==> config.mk <==
export PLATFORM = sky130hd
export DESIGN_NAME = word_fifo
export DESIGN_NICKNAME = d
export VERILOG_FILES = /design/src/rtl/word_fifo.sv
export SDC_FILE = /design/constraint.sdc
export NUM_CORES = 1
export LEC_CHECK = 0
export BUFFER_PORTS_ARGS = -buffer_cell sky130_fd_sc_hd__clkbuf_2
export CORE_ASPECT_RATIO = 1.25
export CORE_MARGIN = 1.5
export CORE_UTILIZATION = 45
export CTS_CLUSTER_SIZE = 40
export DETAILED_ROUTE_END_ITERATION = 8
export GPL_TIMING_DRIVEN = 0
export PLACE_DENSITY = 0.74
export SLEW_MARGIN = 20
export SYNTH_ARGS = -nofsm -noshare
export SYNTH_HDL_FRONTEND = slang
export SYNTH_SLANG_ARGS = --single-unit
==> constraint.sdc <==
create_clock -name clock -period 9.8 [get_ports clock]
set_clock_uncertainty 0.15 [all_clocks]
set_input_delay 1.47 -clock clock [delete_from_list [all_inputs] [get_ports clock]]
set_output_delay 1.47 -clock clock [all_outputs]
set_load 0.03 [all_outputs]
==> src/rtl/word_fifo.sv <==
// Show-ahead word FIFO with registered flags, head word and sticky overflow.
// Optional even-parity output on the head word when WORD_FIFO_PARITY_EN is defined.
module word_fifo #(
  parameter int unsigned WIDTH = 32,
  parameter int unsigned DEPTH = 4
) (
  input  logic                     clock,
  input  logic                     clear_n,
  input  logic [WIDTH-1:0]         in_data,
  input  logic                     in_valid,
  output logic                     in_ready,
  output logic [WIDTH-1:0]         out_data,
  output logic                     out_valid,
  input  logic                     out_ready,
  output logic [$clog2(DEPTH):0]   count,
  output logic                     overflow
`ifdef WORD_FIFO_PARITY_EN
  ,
  output logic                     out_parity
`endif
);

  localparam int unsigned AW = $clog2(DEPTH);
  localparam int unsigned CW = AW + 1;

  logic [WIDTH-1:0] r_mem [DEPTH];
  logic [AW-1:0]    r_wr_ptr;
  logic [AW-1:0]    r_rd_ptr;
  logic [CW-1:0]    r_count;
  logic             r_in_ready;
  logic             r_out_valid;
  logic [WIDTH-1:0] r_out_data;
  logic             r_overflow;

  logic             w_wr;
  logic             w_rd;
  logic [AW-1:0]    w_wr_ptr_nxt;
  logic [AW-1:0]    w_rd_ptr_nxt;
  logic [CW-1:0]    w_count_nxt;
  logic [WIDTH-1:0] w_data_nxt;

  assign w_wr = in_valid && r_in_ready;
  assign w_rd = r_out_valid && out_ready;

  // Next-state values; the head word is pre-computed so out_data stays a register.
  always_comb begin
    w_wr_ptr_nxt = r_wr_ptr + AW'(w_wr);
    w_rd_ptr_nxt = r_rd_ptr + AW'(w_rd);
    w_count_nxt  = r_count + CW'(w_wr) - CW'(w_rd);
    w_data_nxt   = '0;
    if (w_count_nxt != '0) begin
      // The word being written becomes the head when it lands at the new read pointer.
      if (w_wr && (r_wr_ptr == w_rd_ptr_nxt)) begin
        w_data_nxt = in_data;
      end else begin
        w_data_nxt = r_mem[w_rd_ptr_nxt];
      end
    end
  end

  // Storage array carries no reset; validity is tracked by the count.
  always_ff @(posedge clock) begin
    if (w_wr) begin
      r_mem[r_wr_ptr] <= in_data;
    end
  end

  always_ff @(posedge clock or negedge clear_n) begin
    if (!clear_n) begin
      r_wr_ptr    <= '0;
      r_rd_ptr    <= '0;
      r_count     <= '0;
      r_in_ready  <= 1'b1;
      r_out_valid <= 1'b0;
      r_out_data  <= '0;
      r_overflow  <= 1'b0;
    end else begin
      r_wr_ptr    <= w_wr_ptr_nxt;
      r_rd_ptr    <= w_rd_ptr_nxt;
      r_count     <= w_count_nxt;
      r_in_ready  <= (w_count_nxt != CW'(DEPTH));
      r_out_valid <= (w_count_nxt != '0);
      r_out_data  <= w_data_nxt;
      if (in_valid && !r_in_ready) begin
        r_overflow <= 1'b1;
      end
    end
  end

  assign in_ready  = r_in_ready;
  assign out_valid = r_out_valid;
  assign out_data  = r_out_data;
  assign count     = r_count;
  assign overflow  = r_overflow;

`ifdef WORD_FIFO_PARITY_EN
  logic r_parity;

  // Parity of the next head word; zero data when empty gives zero parity.
  always_ff @(posedge clock or negedge clear_n) begin
    if (!clear_n) begin
      r_parity <= 1'b0;
    end else begin
      r_parity <= ^w_data_nxt;
    end
  end

  assign out_parity = r_parity;
`endif

endmodule

* Word-level counts from Yosys, hierarchy flattened *
Memories as Yosys holds them, arrays and structs flattened.
Cells that the tools add are included.

cells by class
  add/subtract/negate cells = 4
  reductions and logical operators = 6
  equality and inequality tests = 2
  mux-type cells = 4

operators by type and width
  kind                                           count
  two-way mux 32 bit                             2
  adder 2 x 1 -> 2 bit                           2
  logical AND 1 bit                              4
  adder 3 x 1 -> 3 bit                           1
  inequality test 3 bit (second input constant)  1
  nonzero test 3 bit                             1
  subtractor 3 x 1 -> 3 bit                      1
  == test 2 bit                                  1
  two-way mux 1 bit                              2
  zero test 1 bit                                1

word-level totals
  bits in registers = 42
  memory bits (writable) = 128
  memories = 1
  word-level logic and storage cells = 24
  output and inout bits = 38
  bits of input ports = 36

memories
  memory  words  width  read ports  clocked after memory_dff  wr ports  line  text
  r_mem   4      32     1           0                         1         26    logic [WIDTH-1:0] r_mem [DEPTH];

* Depth between registers and ports, before layout *
  depth after elaboration = 6
  depth in mapped cells = 10

* Worst setup path after synthesis *
No wires, ideal clock.

  path kind = input to register
  start = in in_valid
  end = mem r_mem[2][0], enable pin
  data required time = 9.182 ns
  data arrival time = 3.998 ns
  stages = 2
  path slack = 5.184 ns
  path buffers = 0
  library setup time = 0.468 ns
  path through = nand2_1 > nor3b_1

between the ends
  word-level cells in the longest chain between the ends = 3

ends and longest elaborated chain
  element                                  line  text
  start: declaration                       10    input logic in_valid,
  logical AND 1 bit                        42    assign w_wr = in_valid && r_in_ready;
  two-way mux 1 bit                        63    if (w_wr) begin
  two-way mux 1 bit (not written as such)  64    r_mem[r_wr_ptr] <= in_data;
  end: declaration                         26

No other way between the ends.

* Worst setup path after layout *
  start = in in_valid
  end = reg r_out_data[20], in the netlist out_data[20]

between the ends
  word-level cells in the longest chain between the ends = 5

ends and longest elaborated chain
  element                    line  text
  logical AND 1 bit          42
  adder 3 x 1 -> 3 bit       49    w_count_nxt = r_count + CW'(w_wr) - CW'(w_rd);
  subtractor 3 x 1 -> 3 bit  49
  named net w_count_nxt[2]   39    logic [CW-1:0] w_count_nxt;
  nonzero test 3 bit         51    if (w_count_nxt != '0) begin
  two-way mux 32 bit         51
  named net w_data_nxt[20]   40    logic [WIDTH-1:0] w_data_nxt;
  end signal: assignment     83    r_out_data <= w_data_nxt;
  end: declaration           32    logic [WIDTH-1:0] r_out_data;

The timed path passes the listed nets, and every way through them passes these cells.
A chain may end at the register's enable or synchronous reset.

==> results.md <==
- Status: completed
- Synth Register Bits: 170
- Power Dens Cells: roughly 370 mW/mm^2
- PostCTS Resize Cnt: 0
- Clock Tree Buf Depth: 2
- Share of the synthesized area in the top cell type: between 50 and 60%
- Critical register-to-register path endpoint: out_data[20]$_DFF_PN0_
- Clock latency on the worst-skew pair: between 400 and 500 ps
- Crit start category: input port
- Initial Util: between 40% and 50%
- Die footprint: around 0.015 sq mm
- Yosys warning count: 0
- FF-to-FF path depth: 10
- Sequential-to-total area share from yosys stat: between 70% and 80%
- # hold bufs at CTS: 0
- Achievable frequency: between 0.2 and 0.25 GHz
- Final Hold Fails: 0
- IO Count: between 70 and 80
- Die height: approximately 140 um
- Synthesis-to-finish area growth: 21.02%
- CTS tree: done
- Num rows: 48
- Initial antenna violation count: 0
- Slew HR: between 40% and 50%
- Leak: ~0.0031 uW
- Mapped Area: approximately 0.0064 sq mm
- Synth area leaders: edfxtp_1, dfrtp_1, mux4_2
- Root buf cell: clkbuf_16
- Distinct cells, synth: 26
- Worst EP arrival: 4160 ps
- Vias per std cell: between 5 and 6
- TritonCTS buffer count: 17
- Finished Cell Area: about 0.0078 sq mm
- First-pass GRT wire length: ~19000 um
- RSZ-0062 raised after global routing: false
- Post-synth EDFFs: 128
- CTS H-tree depth: 4
- Postcts setup bufs: 0
- Total number of vias: roughly 3200
- Worst-path clk slew: roughly 60 ps
- Core box area: around 0.014 sq mm
- WS Path Type: in -> reg
- Post-layout minimum cycle time: slightly above 4000 ps
- FFs w/ async S/R, synth: ~25%
- Setup TNS: 0 ps
- All-Layer GR Usage: ~18%
- N_diodes: 0
- Syn Nets: about 350
- Post-DP Area: 0.007154 sq mm
- Routed Antenna Nets: 0
- CP Capture Type: flip-flop
- Final HPWL DP: roughly 7800 um
- Wirelength, routed: 12030 um
- CP endpoint: out_data[20]$_DFF_PN0_
- Post-Syn Instances: around 300
- CTS Sinks: between 150 and 200
- Pin count of the biggest net entering global routing: 33
- I/O Buffers: 73
- Max-Cap Viols: 0
- R2R Path Start: in_ready$_DFF_PN1_
- Routability cong.: about 0.7
- Wire per inst: 20.06 um
- Crit path max fanout: 10
- Grt total ovfl: 0
- Layout cells sized above 1: between 40% and 50%
- Final setup fails: 0
- Crit. Startpoint: in_valid
- Vias in the first global route: ~3400
- Top FF cell, synth: edfxtp_1
- Final period util: 41.24%
- VDD IR max: roughly 0.19 mV
- Top post-synthesis cells by count: edfxtp_1, dfrtp_1, mux2i_1, mux4_2, nor2_1
- WP data required: between 9000 and 10000 ps
- Reg2reg setup slack: approximately 6300 ps
- Synth area leader: edfxtp_1
- Drt drc: 0
- Final Max Slew Viols: 0
- DRT Pass-1 Iters: 5
- Count leader, synth: edfxtp_1
- Chip width: approximately 110 um
- Nets: 453
- 1st-iter DRT viols: a little under 200
- Worst slew pin tran: 887.0 ps
- Min-Delay Path Class: reg -> reg
- Syn_area_per_cell: ~21 sq um
- Filler Cell Count: slightly above 1000
[per-layer routing]
layer | track usage [%] | share of wire [%]
met4 | 6.494 | 1.3
met2 | 29.68 | 52
met3 | 4.476 | 4.3
met5 | 0 | 0
met1 | 22.74 | 42
[registers in the layout, indices dropped and copies added, names as in the netlist]
signal	cells
r_rd_ptr	2
r_wr_ptr	2
out_data	32
count	3
overflow	1
in_ready	1
out_valid	1
r_mem	128
[critical path, stage by stage]
cell and delay, ps:
clkbuf_2 130, nand2_1 160, ha_1 320, inv_1 40, ha_1 180, fa_1 420
xnor2_1 200, xnor2_1 150, nor3_2 410, clkbuf_1 540, nor2_1 150
[per-stage QoR]
stage | total power [uW] | hold WS (ps) | cells | setup WS, ps | util (%)
4_1_cts | 2897 | 316.5 | 600 | 5734 | 56.12
3_3_place_gp | 2137 | 288.6 | 555 | 3005 | 50.59
6_report | 2864 | 310.5 | 600 | 5758 | 56.12
5_1_grt | 3014 | 333.3 | 600 | 5510 | 56.12
2_1_floorplan | 1877 | 322.0 | 307 | 5184 | -
3_5_place_dp | 2185 | 302.1 | 568 | 5314 | 51.57
[cells by family (layout without fill, tap and decap cells)]
family	after synthesis	after routing	synth area share, %
AO/OA/AOI/OAI	1	1	0.1167
adder cells (fa/ha/maj)	5	5	1.089
AND/OR/NAND/NOR	42	42	3.325
multiplexers	64	64	16.18
XOR/XNOR	6	6	1.167
flip-flops	170	170	76.10
buffers and inverters	19	137	2.023
[cells in the final DEF, fill, tap and decap left out, drive strengths merged, types with 3 or more instances in the layout]
| cell | instances |
|---|---|
| buf | 24 |
| bufinv | 3 |
| clkbuf | 93 |
| clkinvlp | 3 |
| dfrtp | 41 |
| edfxtp | 128 |
| ha | 4 |
| inv | 12 |
| mux2i | 32 |
| mux4 | 32 |
| nor2 | 33 |
| xnor2 | 3 |
[layout make-up]
class                   instances  area (sq um)  share of cell area [%]
inverters                       6         22.52                  0.2892
plain buffers                  13         107.6                   1.382
flip-flops and latches        170          4896                   62.88
clock buffers                  18         450.4                   5.785
well taps                     175         219.0                   2.812
multi-input cells             118          1423                   18.27
clock inverters                14         181.4                   2.330
repair buffers                 86         486.7                   6.251
[power breakdown]
| group | leakage [uW] | total [uW] | internal, uW | switching (uW) |
|---|---|---|---|---|
| logic | 0.00115 | 1120 | 461 | 654 |
| registers | 0.00167 | 1040 | 986 | 56.8 |
| clock network | 0.000301 | 706 | 422 | 284 |
[worst min path at each step]
stage,start,endpoint,slack [ps],cells after the start
final,overflow$_DFFE_PN0P_,overflow$_DFFE_PN0P_,310,1
after global routing,overflow$_DFFE_PN0P_,overflow$_DFFE_PN0P_,330,1
after floorplan,r_rd_ptr[0]$_DFF_PN0_,r_rd_ptr[0]$_DFF_PN0_,320,1
after CTS,overflow$_DFFE_PN0P_,overflow$_DFFE_PN0P_,320,1
after detailed placement,overflow$_DFFE_PN0P_,overflow$_DFFE_PN0P_,300,1
after global placement,overflow$_DFFE_PN0P_,overflow$_DFFE_PN0P_,290,1
Power figures use the tool's default switching activity.
